**src/rtl/axis_adder_pkg.sv**
```systemverilog
// Shared types and helpers for the stream adder subsystem.
// Combinational only: no latency, no backpressure.
// Provides the default operand width, the tid width helper and the lock FSM encodings.
package axis_adder_pkg;

    localparam int DEFAULT_WIDTH = 4;

    // Index width for n requesters; never narrower than one bit.
    function automatic int idw_of(input int n);
        return (n <= 2) ? 1 : $clog2(n);
    endfunction

    typedef enum logic {
        ST_IDLE   = 1'b0,
        ST_LOCKED = 1'b1
    } state_t;

endpackage

```
**src/rtl/adder_comb.sv**
```systemverilog
// Unsigned adder producing a full-width sum with the carry in the MSB.
// Latency: 0 cycles (purely combinational).
// Backpressure: none; the output follows the inputs.
module adder_comb #(
    parameter int WIDTH = 4
) (
    input  logic [WIDTH-1:0] a,
    input  logic [WIDTH-1:0] b,
    output logic [WIDTH:0]   sum
);

    assign sum = {1'b0, a} + {1'b0, b};

endmodule

```
**src/rtl/rr_arbiter.sv**
```systemverilog
// Round-robin arbiter: pointer register plus a one-hot grant, with an optional forced owner.
// Latency: grant is combinational; the pointer updates on the edge after upd_vld.
// Backpressure: grant is only raised toward a requester whose req bit is set.
module rr_arbiter
    import axis_adder_pkg::*;
#(
    parameter int NUM_REQ = 2,
    parameter int IDW     = 1
) (
    input  logic               clk_i,
    input  logic               arstn_i,
    input  logic [NUM_REQ-1:0] req,
    input  logic               hold_vld,
    input  logic [IDW-1:0]     hold_idx,
    input  logic               upd_vld,
    input  logic [IDW-1:0]     upd_idx,
    output logic [NUM_REQ-1:0] grant,
    output logic [IDW-1:0]     grant_idx
);

    logic [IDW-1:0] ptr;
    logic [IDW:0]   cand;
    logic [IDW-1:0] idx;
    logic           found;

    always_ff @(posedge clk_i or negedge arstn_i) begin
        if (!arstn_i) begin
            ptr <= '0;
        end else if (upd_vld) begin
            ptr <= (upd_idx == IDW'(NUM_REQ - 1)) ? '0 : upd_idx + IDW'(1);
        end
    end

    // Search starts at the pointer and wraps modulo NUM_REQ; first valid requester wins.
    always_comb begin
        grant     = '0;
        grant_idx = '0;
        found     = 1'b0;
        cand      = '0;
        idx       = '0;
        if (hold_vld) begin
            if (req[hold_idx]) begin
                grant[hold_idx] = 1'b1;
                grant_idx       = hold_idx;
            end
        end else begin
            for (int k = 0; k < NUM_REQ; k++) begin
                cand = {1'b0, ptr} + (IDW+1)'(k);
                if (cand >= (IDW+1)'(NUM_REQ)) begin
                    cand = cand - (IDW+1)'(NUM_REQ);
                end
                idx = cand[IDW-1:0];
                if (!found && req[idx]) begin
                    found      = 1'b1;
                    grant[idx] = 1'b1;
                    grant_idx  = idx;
                end
            end
        end
    end

endmodule

```
**src/rtl/axis_adder_arb.sv**
```systemverilog
// Shares one adder between NUM_REQ AXI-Stream requesters; optional packet lock via AXIS_ADDER_ARB_PKT_LOCK_EN.
// Latency: 1 cycle from accepted beat to m_tvalid_o; 1 beat/cycle while m_tready_i is high.
// Backpressure: a held output (m_tvalid_o & !m_tready_i) drops every s_tready_o bit.
module axis_adder_arb
    import axis_adder_pkg::*;
#(
    parameter int WIDTH   = DEFAULT_WIDTH,
    parameter int NUM_REQ = 2
) (
    input  logic                       clk_i,
    input  logic                       arstn_i,
    input  logic [NUM_REQ-1:0]         s_tvalid_i,
    output logic [NUM_REQ-1:0]         s_tready_o,
    input  logic [NUM_REQ*2*WIDTH-1:0] s_tdata_i,
    input  logic [NUM_REQ-1:0]         s_tlast_i,
    output logic                       m_tvalid_o,
    input  logic                       m_tready_i,
    output logic [WIDTH:0]             m_tdata_o,
    output logic [idw_of(NUM_REQ)-1:0] m_tid_o,
    output logic                       m_tlast_o
);

    localparam int IDW = idw_of(NUM_REQ);

    logic               slot_free;
    logic [NUM_REQ-1:0] grant;
    logic [IDW-1:0]     grant_idx;
    logic               accept;
    logic [WIDTH-1:0]   op_a;
    logic [WIDTH-1:0]   op_b;
    logic               last_sel;
    logic [WIDTH:0]     sum;
    logic               hold_vld;
    logic [IDW-1:0]     hold_idx;
    logic               upd_vld;

    assign slot_free  = !m_tvalid_o || m_tready_i;
    assign s_tready_o = grant & {NUM_REQ{slot_free}};
    assign accept     = |(s_tvalid_i & s_tready_o);

    always_comb begin
        op_a     = '0;
        op_b     = '0;
        last_sel = 1'b0;
        for (int r = 0; r < NUM_REQ; r++) begin
            if (grant_idx == IDW'(r)) begin
                op_a     = s_tdata_i[r*2*WIDTH +: WIDTH];
                op_b     = s_tdata_i[r*2*WIDTH+WIDTH +: WIDTH];
                last_sel = s_tlast_i[r];
            end
        end
    end

    adder_comb #(.WIDTH(WIDTH)) u_add (
        .a   (op_a),
        .b   (op_b),
        .sum (sum)
    );

`ifdef AXIS_ADDER_ARB_PKT_LOCK_EN
    state_t         state;
    state_t         state_nxt;
    logic [IDW-1:0] owner;
    logic [IDW-1:0] owner_nxt;

    always_ff @(posedge clk_i or negedge arstn_i) begin
        if (!arstn_i) begin
            state <= ST_IDLE;
            owner <= '0;
        end else begin
            state <= state_nxt;
            owner <= owner_nxt;
        end
    end

    always_comb begin
        state_nxt = state;
        owner_nxt = owner;
        case (state)
            ST_IDLE: begin
                if (accept && !last_sel) begin
                    state_nxt = ST_LOCKED;
                    owner_nxt = grant_idx;
                end
            end
            ST_LOCKED: begin
                if (accept && last_sel) begin
                    state_nxt = ST_IDLE;
                end
            end
            default: state_nxt = ST_IDLE;
        endcase
    end

    // Pointer only advances at packet boundaries so a packet is never split.
    assign hold_vld = (state == ST_LOCKED);
    assign hold_idx = owner;
    assign upd_vld  = accept && last_sel;
`else
    assign hold_vld = 1'b0;
    assign hold_idx = '0;
    assign upd_vld  = accept;
`endif

    rr_arbiter #(.NUM_REQ(NUM_REQ), .IDW(IDW)) u_arb (
        .clk_i     (clk_i),
        .arstn_i   (arstn_i),
        .req       (s_tvalid_i),
        .hold_vld  (hold_vld),
        .hold_idx  (hold_idx),
        .upd_vld   (upd_vld),
        .upd_idx   (grant_idx),
        .grant     (grant),
        .grant_idx (grant_idx)
    );

    always_ff @(posedge clk_i or negedge arstn_i) begin
        if (!arstn_i) begin
            m_tvalid_o <= 1'b0;
            m_tdata_o  <= '0;
            m_tid_o    <= '0;
            m_tlast_o  <= 1'b0;
        end else if (slot_free) begin
            m_tvalid_o <= accept;
            if (accept) begin
                m_tdata_o <= sum;
                m_tid_o   <= grant_idx;
                m_tlast_o <= last_sel;
            end
        end
    end

endmodule

```
**config.mk**
```make
export PLATFORM = sky130hd
export DESIGN_NAME = axis_adder_arb
export DESIGN_NICKNAME = d
export VERILOG_FILES = /design/src/rtl/axis_adder_pkg.sv /design/src/rtl/adder_comb.sv /design/src/rtl/rr_arbiter.sv /design/src/rtl/axis_adder_arb.sv
export SDC_FILE = /design/constraint.sdc
export NUM_CORES = 1
export LEC_CHECK = 0
export ABC_AREA = 1
export CAP_MARGIN = 20
export CORE_UTILIZATION = 42
export DETAILED_ROUTE_END_ITERATION = 10
export PLACE_DENSITY = 0.83
export SETUP_SLACK_MARGIN = 0.5
export SLEW_MARGIN = 0
export SYNTH_ARGS = -nofsm -noshare
export SYNTH_HDL_FRONTEND = slang
export SYNTH_SLANG_ARGS = --single-unit
```
**constraint.sdc**
```tcl
create_clock -name clk_i -period 4.3 [get_ports clk_i]
set_input_delay 0.86 -clock clk_i [delete_from_list [all_inputs] [get_ports clk_i]]
set_output_delay 0.86 -clock clk_i [all_outputs]
set_load 0.02 [all_outputs]
```
==> out/qor_table.md, run 1 <==
| Result | Value | Unit |
|:---|:---|:---|
| Start-to-end type of the worst setup path | primary input to output port | - |
| Final WL | 1450 | um |
| Mean routed wirelength per cell | 10.2 | um |
| Required time of the critical path | 3.44 | ns |
| Cell depth of the worst setup path | 6 | - |
| Iter 0 DRT Violations | 11 | - |
| Average cell area after synthesis | 7.17 | um2 |
| Cells taking the most area after synthesis | dfrtp_1, nand2_1, ha_1 | - |
| Post-route antenna net violation count | 0 | - |
| Gate count of the mapped netlist | 92 | - |
| Placed cell areas | 987 | um2 |
| Post-CTS Resized | 0 | - |
| Maximum fanout along the worst path | 13 | - |
| Net count, final | 156 | - |
| Top-Level Pins | 33 | - |
| Wire length of the first global-routing pass | 2480 | um |
| Final HPWL from detailed placement | 1200 | um |
| Net switching power figure | 208 | uW |
| Startpoint class of the critical path | primary input | - |
| Number of cells on the worst reg-to-reg path | 11 | - |
| Pins Over Slew Limit | 0 | - |
| Share of power burned in the clock network | 13.5 | % |
| Total non-filler cell area in the finished layout | 1010 | um2 |
| Hold Vio Cnt, Final | 0 | - |
| Simple-gate share of the synthesized area | 39.5 | % |
| Proportion of power drawn by combinational gates | 58.1 | % |
| Clock tree from TritonCTS | yes | - |
| Layout overhead on the synthesized area | 53.7 | % |
| Gpl congestion | 0.750 | - |
| Number of failing setup endpoints in the final timing report | 0 | - |
| Post-CTS setup buffer count | 0 | - |
| Die outline width | 41.6 | um |
| Class of the tightest hold or removal check | flop to flop | - |
| DR pass1 iterations | 4 | - |
| Max_slew headroom | 74.5 | % |
| Slack of the critical path | 1.08 | ns |
| Layout cells sized above 1 | 13.4 | % |
| Starting density of the core | 47.7 | % |
| Latest clock arrival within the worst-skew pair | 0.26 | ns |
| Share of synthesized area spent on multiplexers | 0 | % |
| Result of the run | completed | - |
| Sequential area share after synthesis | 34.2 | % |
| Flop and latch count out of synthesis | 9 | - |
| Internal power of the cells | 290 | uW |
| CTS Buf Count | 3 | - |
| CP max-delay cell | clkdlybuf4s50_1 | - |
| Actual slew at the worst max-slew pin | 0.382 | ns |
| Switching portion of total power | 41.7 | % |
| Hold path depth | 2 | - |
| Total Negative Setup Slacks | 0 | ns |
| Row Count | 13 | - |
| Share of the synthesized area in the top cell type | 34.2 | % |
| Initial antenna violation count | 0 | - |
| CTS Buffer Depth | 2 | - |
| Area of the die | 1730 | um2 |
| Vertical die dimension | 41.6 | um |
| Combinational family with the most area after synthesis | simple AND/OR/NAND/NOR gates | - |
| Standby leakage power | 0.000539 | uW |
| Post-detailed-route via-to-cell ratio | 4.63 | - |
| Number of max-cap violations | 0 | - |
| Largest area contributor in the synthesized netlist | dfrtp_1 | - |
| Drc violations | 0 | - |
| Clk sink count | 9 | - |
| Adder and majority gate portion of the synthesized area | 10.6 | % |
| Xor/xnor cell area share of the yosys netlist | 1.33 | % |
| Delay-heaviest family, CP | buffers and inverters | - |
| Number of warnings reported in the yosys synthesis log | 0 | - |
| Post-layout minimum cycle time | 3.22 | ns |
| CTS hold repair buffers | 0 | - |
| Setup repair after global routing missed its margin | no | - |
| Arrival @ worst endpoint | 2.36 | ns |
| Critical path buffer and inverter count | 3 | - |
| Leftover overflow at the end of global routing | 0 | - |
| Core Area | 1380 | um2 |
| Antenna diode count | 0 | - |
| CTS H-tree depth | 1 | - |
| Share of the clock period used by the worst path | 75.0 | % |
| IR Drop Worst-Case VDD | 0.260 | mV |
| Complex-gate fraction of the synthesized area | 4.93 | % |
| CTS root buf | clkbuf_4 | - |
| Post-place setup slack | 1.07 | ns |
| Input/output buffers | 32 | - |
| Number of nets produced by synthesis | 120 | - |
| Distinct cells, synth | 16 | - |
| Clock transition at the registers of the reported paths | 0.06 | ns |
| Power density of the placed cells | 492 | nW/um2 |
| Number of global-route vias before repair | 606 | - |
| Crit-path cells | clkdlybuf4s50_1 -> nand2_2 -> nand2_4 -> nand2_4 -> inv_1 -> clkdlybuf4s50_1 | - |
| Register share of total power | 28.5 | % |
| Largest net degree at the start of global routing | 14 | - |
| Sort of element at the end of the critical path | output port | - |
| Upper clock frequency limit | 0.310 | GHz |
| Smallest hold slack | 0.475 | ns |
| Largest clock skew in the final design | 0.000963 | ns |
| Vias post-DR | 658 | - |
| All-layer global routing usage | 18.8 | % |
| Longest individual stage delay on the worst path | 0.59 | ns |
| Combined area of all synthesized cells | 659 | um2 |
worst register-to-register path: stages, from the launching register on:
cell and delay, ns:
dfrtp_1 0.39, nand2_2 0.10, nand2_4 0.13, inv_2 0.14, nand2_1 0.07, nand2_1 0.06
ha_1 0.17, inv_1 0.06, fa_1 0.39, o21ai_0 0.17, nand2_1 0.07, nand2_1 0.06
power by group through the flow:
stage          clock, uW  sequential, uW  combinational, uW
3_3_place_gp           0             141                284
4_1_cts             68.5             141                292
2_1_floorplan          0             183                134
5_1_grt             75.2             146                319
6_report            67.0             142                289
3_5_place_dp           0             143                291
placed cells by master, fill, tap and decap left out, types with 2 or more instances in the layout:
master            n
nand3_1           3
nand2_4           3
dfrtp_1           9
inv_2             3
clkbuf_4          3
a21oi_1           2
clkdlybuf4s50_1  32
ha_1              4
nand2_2           4
o21ai_2           2
inv_1             9
nand2_1          47
cell type report:
class / count / area (um2)
well taps: 15 / 18.8
flip-flops and latches: 9 / 225
fillers: 127 / 369
clock buffers: 4 / 26.3
inverters: 13 / 51.3
repair buffers: 32 / 320
multi-input cells: 69 / 372
flip-flops by register name, indices dropped and copies added (netlist names):
signal / flops
m_tdata_o: 5
u_arb.ptr: 1
m_tvalid_o: 1
m_tlast_o: 1
m_tid_o: 1
cells by family after synthesis:
group / Yosys count
and+or+nand+nor: 58
buffers and inverters: 14
DFF: 9
AOI/OAI and AO/OA: 5
adders and majority gates: 5
xor gates and xnor gates: 1
path summary, 6_finish.rpt:
kind | start | endpoint | slack (ns)
setup reg to reg | u_arb.ptr | m_tdata_o[4] | 2.43
max in group asynchronous | arstn_i | m_tdata_o[4] | 3.15
hold / removal | m_tlast_o | m_tlast_o | 0.47
setup / recovery | s_tvalid_i[1] | s_tready_o[1] | 1.08
min in group asynchronous | arstn_i | m_tvalid_o | 0.88
hold reg to reg | m_tlast_o | m_tlast_o | 0.47
synthesized netlist by cell type, drive strengths merged:
library cell and count:
a21oi 2, buf 1, xnor2 1, o21ai 3, ha 4, fa 1
dfrtp 9, inv 13, nand2 54, nand3 4
routing by layer:
layer	vias up	wire, um	share of wire (%)	global-route usage, %
met4	0	27	1.9	7.10
met3	6	85	5.8	8.26
met5	-	0	0	0
li1	348	-	-	-
met1	279	627	43	20.2
met2	25	713	49	32.2
stage by stage:
step | power [uW] | instances | util [%]
2_1_floorplan | 317 | 92 | -
3_3_place_gp | 426 | 138 | 71.4
3_5_place_dp | 434 | 138 | 71.4
4_1_cts | 502 | 142 | 73.3
5_1_grt | 540 | 142 | 73.3
6_report | 498 | 142 | 73.3
No activity file was read; power rests on OpenSTA's default activity.
==> run 2, diff against run 1 <==
--- a/config.mk
+++ b/config.mk
@@ -7,9 +7,9 @@
 export LEC_CHECK = 0
 export ABC_AREA = 1
 export CAP_MARGIN = 20
-export CORE_UTILIZATION = 42
+export CORE_UTILIZATION = 39
 export DETAILED_ROUTE_END_ITERATION = 10
-export PLACE_DENSITY = 0.83
+export PLACE_DENSITY = 0.78
 export SETUP_SLACK_MARGIN = 0.5
 export SLEW_MARGIN = 0
 export SYNTH_ARGS = -nofsm -noshare
==> constraint.sdc (replaced) <==
create_clock -name clk_i -period 3.3 [get_ports clk_i]
set_input_delay 0.66 -clock clk_i [delete_from_list [all_inputs] [get_ports clk_i]]
set_output_delay 0.66 -clock clk_i [all_outputs]
set_load 0.02 [all_outputs]
==> out/qor_table.md, run 2 (synthesis gave the netlist of run 1 again) <==
| Result | Value | Unit | Change |
|:---|:---|:---|:---|
| Net count, final | 156 | - | unchanged |
| DR pass1 iterations | 4 | - | unchanged |
| Hold Vio Cnt, Final | 0 | - | unchanged |
| Starting density of the core | 42.8 | % | was 47.7% |
| Wire length of the first global-routing pass | 2420 | um | was 2480 um |
| Vertical die dimension | 43.1 | um | was 41.6 um |
| Highest metal used | met4 | - | unchanged |
| Antenna diode count | 0 | - | unchanged |
| Layout cells sized above 1 | 13.4 | % | unchanged |
| CTS root buf | clkbuf_4 | - | unchanged |
| CTS Buffer Depth | 2 | - | unchanged |
| Top-Level Pins | 33 | - | unchanged |
| Leftover overflow at the end of global routing | 0 | - | unchanged |
| Vias post-DR | 676 | - | was 658 |
| Largest net degree at the start of global routing | 14 | - | unchanged |
| Actual slew at the worst max-slew pin | 0.404 | ns | was 0.382 ns |
| Crit-path cells | clkdlybuf4s50_1 -> inv_1 -> nand2_2 -> nand3_2 -> inv_1 -> clkdlybuf4s50_1 | - | was clkdlybuf4s50_1 -> nand2_2 -> nand2_4 -> nand2_4 -> inv_1 -> clkdlybuf4s50_1 |
| M1 wire length | 508 | um | was 627 um |
| Number of failing setup endpoints in the final timing report | 0 | - | unchanged |
| Standby leakage power | 0.000542 | uW | was 0.000539 uW |
| Net switching power figure | 264 | uW | was 208 uW |
| Latest clock arrival within the worst-skew pair | 0.26 | ns | about the same |
| Register with the most flip-flops | m_tdata_o | - | unchanged |
| Startpoint class of the critical path | primary input | - | unchanged |
| Post-place setup slack | 0.458 | ns | was 1.07 ns |
| Number of instances in the placed design | 139 | - | was 138 |
| Input/output buffers | 32 | - | unchanged |
| CTS H-tree depth | 1 | - | unchanged |
| Max_slew headroom | 73.0 | % | was 74.5% |
| Slack of the critical path | 0.582 | ns | was 1.08 ns |
| Drc violations | 0 | - | unchanged |
| Clock transition at the registers of the reported paths | 0.06 | ns | about the same |
| Sort of element at the end of the critical path | output port | - | unchanged |
| Upper clock frequency limit | 0.368 | GHz |  |
| Leading cell types in the layout, fill and taps excluded | nand2_1, clkdlybuf4s50_1, inv_1, dfrtp_1 | - | unchanged |
| Met3 routed WL | 88 | um | was 85 um |
| All-layer global routing usage | 17.4 | % | was 18.8% |
| Row Count | 14 | - | was 13 |
| Die outline width | 43.1 | um | was 41.6 um |
| Power density of the placed cells | 631 | nW/um2 | was 492 nW/um2 |
| Share of the clock period used by the worst path | 82.4 | % |  |
| Flip-flop count of the largest register, all copies and words added | 5 | - | unchanged |
| Iter 0 DRT Violations | 16 | - | was 11 |
| Final WL | 1380 | um | was 1450 um |
| Post-route antenna net violation count | 0 | - | unchanged |
| Start-to-end type of the worst setup path | primary input to output port | - | unchanged |
| Internal power of the cells | 376 | uW | was 290 uW |
| Total Negative Setup Slacks | 0 | ns | unchanged |
| Layout overhead on the synthesized area | 53.7 | % | unchanged |
| Proportion of power drawn by combinational gates | 58.1 | % | about the same |
| Required time of the critical path | 2.64 | ns | was 3.44 ns |
| Commonest non-fill, non-tap cell in the layout | nand2_1 | - | unchanged |
| CTS hold repair buffers | 0 | - | unchanged |
| Maximum fanout along the worst path | 4 | - | was 13 |
| Share of power burned in the clock network | 13.1 | % | was 13.5% |
| CP max-delay cell | clkdlybuf4s50_1 | - | unchanged |
| Initial antenna violation count | 0 | - | unchanged |
| Pins Over Slew Limit | 0 | - | unchanged |
| Switching portion of total power | 41.3 | % | was 41.7% |
| Setup repair after global routing missed its margin | no | - | unchanged |
| Result of the run | completed | - | unchanged |
| Register share of total power | 28.8 | % | was 28.5% |
| Mean routed wirelength per cell | 9.64 | um | was 10.2 um |
| Longest individual stage delay on the worst path | 0.59 | ns | about the same |
| Number of max-cap violations | 0 | - | unchanged |
| CTS Buf Count | 3 | - | unchanged |
| Clock tree from TritonCTS | yes | - | unchanged |
| Clk sink count | 9 | - | unchanged |
| Class of the tightest hold or removal check | flop to flop | - | unchanged |
| Area of the die | 1860 | um2 | was 1730 um2 |
| Post-detailed-route via-to-cell ratio | 4.73 | - | was 4.63 |
| Largest clock skew in the final design | 0.00105 | ns | was 0.000963 ns |
| Met2 WL post-DR | 765 | um | was 713 um |
| Tot Pwr | 640 | uW | was 498 uW |
| Final HPWL from detailed placement | 1180 | um | was 1200 um |
| IR Drop Worst-Case VDD | 0.250 | mV | was 0.260 mV |
| Post-layout instance count excluding filler cells | 143 | - | was 142 |
| Post-layout minimum cycle time | 2.72 | ns |  |
| Core Area | 1540 | um2 | was 1380 um2 |
| Gpl congestion | 0.768 | - | was 0.750 |
| Arrival @ worst endpoint | 2.06 | ns | was 2.36 ns |
| Number of global-route vias before repair | 639 | - | was 606 |
## run 2: final timing paths
kind	from	to	slack, ns	cells after the start
worst max-delay path	m_tready_i	s_tready_o[0]	0.58	6
worst min-delay path	m_tdata_o[1]	m_tdata_o[1]	0.47	2
worst max register to register	u_arb.ptr	m_tdata_o[4]	1.41	11
worst min register to register	m_tdata_o[1]	m_tdata_o[1]	0.47	2
max in group asynchronous	arstn_i	m_tid_o	2.32	1
min in group asynchronous	arstn_i	m_tvalid_o	0.70	1
## run 2: layout make-up
type | count | area (um2)
tap | 16 | 20.0
fill | 139 | 528
clock buffer | 4 | 26.3
sequential | 9 | 225
timing repair buffer | 32 | 319
inverter | 13 | 51.3
multi-input combinational | 69 | 372
## run 2: per-layer routing
layer  vias up  GRT usage (%)
li1        348              -
met1       293           16.8
met2        33           34.0
met3         2           1.70
met4         0           10.9
met5         -              0
## run 2: metrics by stage
step | hold WS (ns) | util, % | cell area (um2)
floorplan | 0.364 | - | 659
global route | 0.491 | 65.7 | 1010
finish | 0.470 | 65.7 | 1010
global placement | 0.456 | 64.1 | 988
detailed placement | 0.458 | 64.1 | 988
CTS | 0.473 | 65.7 | 1010
## run 2: power by group through the flow
| stage | clock, uW | sequential (uW) | combinational [uW] |
|---|---|---|---|
| 5_1_grt | 91.0 | 190 | 412 |
| 2_1_floorplan | 0 | 239 | 175 |
| 6_report | 83.7 | 184 | 372 |
| 3_3_place_gp | 0 | 184 | 373 |
| 4_1_cts | 86.3 | 185 | 377 |
| 3_5_place_dp | 0 | 186 | 379 |
## run 2: worst max-delay path: cells and delay by family
family / cells / cell delay, ns
buf+inv: 4 / 1.18
simple gates: 2 / 0.22
## run 2: what timing repair did
item,CTS,global route
buffers inserted,0,0
hold endpoints to repair,0,0
gates resized for setup,1,0
setup endpoints to repair,1,0
